===== src/rtl/summation_inverse.sv =====
// summation_inverse: finds the largest n with 1+2+..+n <= S
// by repeated subtraction, reporting n and the leftover.
module summation_inverse #(
  parameter int W  = 8,
  parameter int NW = 5
) (
  input  logic          clk,
  input  logic          reset,
  input  logic          start,
  input  logic [W-1:0]  sum_in,
  output logic          busy,
  output logic          done,
  output logic [NW-1:0] n_out,
  output logic [W-1:0]  rem_out,
  output logic          exact
);

  typedef enum logic [1:0] {
    IDLE = 2'd0,
    SUB  = 2'd1,
    DONE = 2'd2
  } state_t;

  state_t        state_q;
  state_t        state_d;
  logic [W-1:0]  rem_q;
  logic [NW-1:0] k_q;
  logic [NW-1:0] n_q;
  logic          exact_q;
  logic [W-1:0]  k_ext;
  logic          ge;

  assign k_ext = {{(W-NW){1'b0}}, k_q};
  assign ge    = (rem_q >= k_ext);

  // state register
  always_ff @(posedge clk or negedge reset) begin
    if (!reset) state_q <= IDLE;
    else        state_q <= state_d;
  end

  // next-state: subtract until the next step no longer fits
  always_comb begin
    state_d = state_q;
    unique case (1'b1)
      (state_q == IDLE): if (start) state_d = SUB;
      (state_q == SUB):  if (!ge) state_d = DONE;
      (state_q == DONE): state_d = IDLE;
      default:           state_d = IDLE;
    endcase
  end

  // handshake outputs decoded from state
  always_comb begin
    busy = 1'b0;
    done = 1'b0;
    unique case (1'b1)
      (state_q == SUB):  busy = 1'b1;
      (state_q == DONE): done = 1'b1;
      default: ;
    endcase
  end

  // datapath: remainder, step, count and exact flag
  always_ff @(posedge clk or negedge reset) begin
    if (!reset) begin
      rem_q   <= '0;
      k_q     <= '0;
      n_q     <= '0;
      exact_q <= 1'b0;
    end else begin
      if (state_q == IDLE && start) begin
        rem_q   <= sum_in;
        k_q     <= NW'(1);
        n_q     <= '0;
        exact_q <= 1'b0;
      end else if (state_q == SUB) begin
        if (ge) begin
          rem_q <= rem_q - k_ext;
          n_q   <= n_q + NW'(1);
          k_q   <= k_q + NW'(1);
        end else begin
          exact_q <= (rem_q == '0);
        end
      end
    end
  end

  assign n_out   = n_q;
  assign rem_out = rem_q;
  assign exact   = exact_q;

endmodule


===== config.mk =====
export PLATFORM = sky130hd
export DESIGN_NAME = summation_inverse
export DESIGN_NICKNAME = d
export VERILOG_FILES = /design/src/rtl/summation_inverse.sv
export SDC_FILE = /design/constraint.sdc
export NUM_CORES = 1
export LEC_CHECK = 0
export BUFFER_PORTS_ARGS = -buffer_cell sky130_fd_sc_hd__clkbuf_2
export CORE_ASPECT_RATIO = 1.4
export CORE_MARGIN = 2
export CORE_UTILIZATION = 30
export DETAILED_ROUTE_END_ITERATION = 10
export PLACE_DENSITY = 0.5
export SYNTH_ARGS = -nofsm -noshare
export SYNTH_HDL_FRONTEND = slang
export SYNTH_SLANG_ARGS = --single-unit
export TNS_END_PERCENT = 5

===== constraint.sdc =====
create_clock -name clk -period 2.2 [get_ports clk]
set_clock_uncertainty 0.1 [all_clocks]
set_input_delay 0.22 -clock clk [delete_from_list [all_inputs] [get_ports clk]]
set_output_delay 0.22 -clock clk [all_outputs]
set_load 0.05 [all_outputs]

==> flow_metrics.env <==
export IMPL_rsz0062_at_grt="true"
export IMPL_slew_headroom_pct=60.26
export IMPL_timing_fmax_mhz=442.8
export IMPL_clk_latency_ns=0.27
export IMPL_worstHoldPathCells=3
export IMPL_yosysTopAreaCellShare_pct=41.50
export IMPL_nFillCells=400
export IMPL_ys_flop_type="dfrtp_1"
export IMPL_synth_adder_area_share_pct=8.498
export IMPL_hpwl_um=2666
export IMPL_drt_wl_total_um=3555
export IMPL_postLayoutCellArea_mm2=0.001743
export IMPL_r2r_worst_path_cells=9
export IMPL_synth_distinct_cells=41
export IMPL_worstSetupStartpointType="flip-flop"
export IMPL_yosysMostFrequentCell="dfrtp_1"
export IMPL_crit_fanout=3
export IMPL_async_flop_share_pct=100.0
export IMPL_port_buffers=26
export IMPL_maxCapViolCount=0
export IMPL_synth_cells=138
export IMPL_drc=4
export IMPL_syn_nets=157
export IMPL_tightestPinTransition_ns=0.5947
export IMPL_grt_pass1_vias=1250
export IMPL_yosys_area_top_type="dfrtp_1"
export IMPL_cts_root_buffer_cell="clkbuf_8"
export IMPL_dieWidth_um=58.91
export IMPL_fin_crit_sh_pct=102.6
export IMPL_avgViaCountPerCell=5.128
export IMPL_numCtsBuffers=3
export IMPL_pre_cts_ws_ns=-0.1152
export IMPL_setup_ws_ns=-0.05827
export IMPL_drtPass1Iterations=7
export IMPL_num_rows=27
export IMPL_gr_total_overflow=0
export IMPL_ys_ff_latch=21
export IMPL_wire_per_inst_um=15.19
export IMPL_setup_viol=2
export IMPL_grt_max_degree=22
export IMPL_hold_viol=0
export IMPL_cts_tree="built"
export IMPL_cp_end_kind="flip-flop"
export IMPL_synth_top_family_by_area="simple AND/OR/NAND/NOR gates"
export IMPL_postCtsSetupBuffers=0
export IMPL_clock_sinks=21
export IMPL_stdcell_count=234
export IMPL_synthMuxAreaShare_pct=3.261
export IMPL_start_util_pct=31.76
export IMPL_die_y_um=80.87
export IMPL_drive_gt1_share_pct=37.17
export IMPL_slew_violations=0
export IMPL_clk_pin_slew_ns=0.09
export IMPL_antenna_left=0
export IMPL_dieArea_mm2=0.004764
export IMPL_hp_class="input port to flip-flop"
export IMPL_grt_pass1_wl_um=5968
export IMPL_pin_count=27
export IMPL_netlist_area_mm2=0.001266
export IMPL_fin_crit_ns=2.258
export IMPL_cp_data_arrival_time_ns=2.32
export IMPL_yosys_area_share_simple_pct=20.65
export IMPL_required_ns=2.26
export IMPL_htreeDepth=1
export IMPL_worstSetupPathType="flip-flop to flip-flop"
export IMPL_dp_cells=229
export IMPL_dr_total_vias=1200
export IMPL_synth_commonest_cells="dfrtp_1 (21), nand2_1 (19), nor2_1 (12), inv_1 (9), a21oi_1 (8)"
export IMPL_violations="design-rule violations, negative setup slack"
export IMPL_area_growth_pct=37.65
export IMPL_finalNetCount=211
export IMPL_antennaDiodeCount=0
export IMPL_grt_total_usage_pct=16.56
export IMPL_gp_congestion=0.7864
export IMPL_synth_edf_count=0
export IMPL_synth_xor_xnor_area_share_pct=4.150
export IMPL_coreArea_mm2=0.003986
export IMPL_grt_antenna_before_repair=0
export IMPL_fin_worst_hold_slack_ns=0.05097
export IMPL_drtIter0Drc=31
export IMPL_syn_avg_cell_area_um2=9.175
export IMPL_yosys_warnings=0
export IMPL_synth_compound_area_share_pct=17.39
export IMPL_ys_seq_area_share_pct=41.50
export IMPL_cts_buffer_depth=2
export IMPL_status="complete, but fails checks"
export IMPL_placed_area_mm2=0.001634
export IMPL_synthTopCellsByArea="dfrtp_1 (42%), ha_1 (6.9%), nand2_1 (5.6%), xnor2_1 (4.2%), nor2_1 (3.6%)"
==> through the flow <==
step                setup TNS [ns]  utilization (%)
floorplan                   -1.156                -
global placement           -0.1461            40.99
detailed placement         -0.4004            40.99
CTS                        -0.1238            43.00
global route                -1.674            43.72
finish                    -0.06091            43.72
==> area by class of cell <==
| class | instances | area (um^2) | share of cell area (%) |
|---|---|---|---|
| multi-input cells | 104 | 747.0 | 42.86 |
| clock inverters | 1 | 5.005 | 0.2872 |
| repair buffers | 53 | 335.3 | 19.24 |
| inverters | 9 | 33.78 | 1.938 |
| clock buffers | 3 | 41.29 | 2.369 |
| well taps | 43 | 53.80 | 3.087 |
| flip-flops and latches | 21 | 526.8 | 30.22 |
==> cell families after synthesis <==
family,Yosys count
and+or+nand+nor,55
AOI/OAI and AO/OA,31
DFF,21
buffers and inverters,13
adders and majority gates,8
xor gates and xnor gates,6
muxes,4
==> path summary, 6_finish.rpt <==
check                                 from    endpoint  slack (ns)
worst max-delay path            rem_out[0]       exact       -0.06
worst min-delay path             sum_in[1]  rem_out[1]        0.05
worst max register to register  rem_out[0]       exact       -0.06
worst min register to register    n_out[2]    n_out[2]        0.43
max in group asynchronous            reset  rem_out[0]        1.23
min in group asynchronous            reset  rem_out[7]        0.36
==> routing by layer <==
metal	track usage [%]	vias to the layer above	part of all wire (%)
met1	19.50	580	44
met4	6.136	0	1.2
met2	29.56	22	52
met5	0	-	0
li1	-	594	-
met3	2.707	4	3.0
==> cells in the final DEF, fill, tap and decap left out, types with 3 or more instances in the layout <==
| master | synthesis | layout |
|---|---|---|
| a21oi_1 | 8 | 8 |
| buf_4 | 0 | 26 |
| clkbuf_2 | 0 | 26 |
| clkbuf_8 | 0 | 3 |
| dfrtp_1 | 21 | 20 |
| ha_1 | 7 | 5 |
| inv_1 | 9 | 7 |
| mux2i_1 | 3 | 3 |
| nand2_1 | 19 | 19 |
| nand3_1 | 7 | 7 |
| nand4_1 | 4 | 4 |
| nor2_1 | 12 | 12 |
| nor3_1 | 3 | 3 |
| o211ai_1 | 3 | 3 |
| o21ai_0 | 3 | 3 |
| xnor2_1 | 6 | 6 |
==> worst max-delay path, cell delays in order (launching register included) <==
cell      delay, ns
dfrtp_2        0.42
inv_2          0.06
ha_1           0.15
inv_2          0.04
fa_2           0.36
a211oi_4       0.26
o21ai_2        0.11
nor3_2         0.18
mux2_4         0.32
and2_1         0.15
==> sequential cells by signal, indices dropped and copies added (netlist names) <==
register  flops
exact         1
k_q           5
n_out         5
rem_out       8
state_q       2
==> what timing repair did <==
item | 4_1_cts | 5_1_grt
pin swaps | 1 | 3
endpoints found under the setup margin | 14 | 20
gates resized for setup | 3 | 5
hold endpoints to repair | 21 | 0
cloned | 0 | 0
hold buffers | 1 | 0
Power is left out: the tool's default activity adds up to more than one toggle a clock period on the data nets, which glitch-free logic cannot reach.
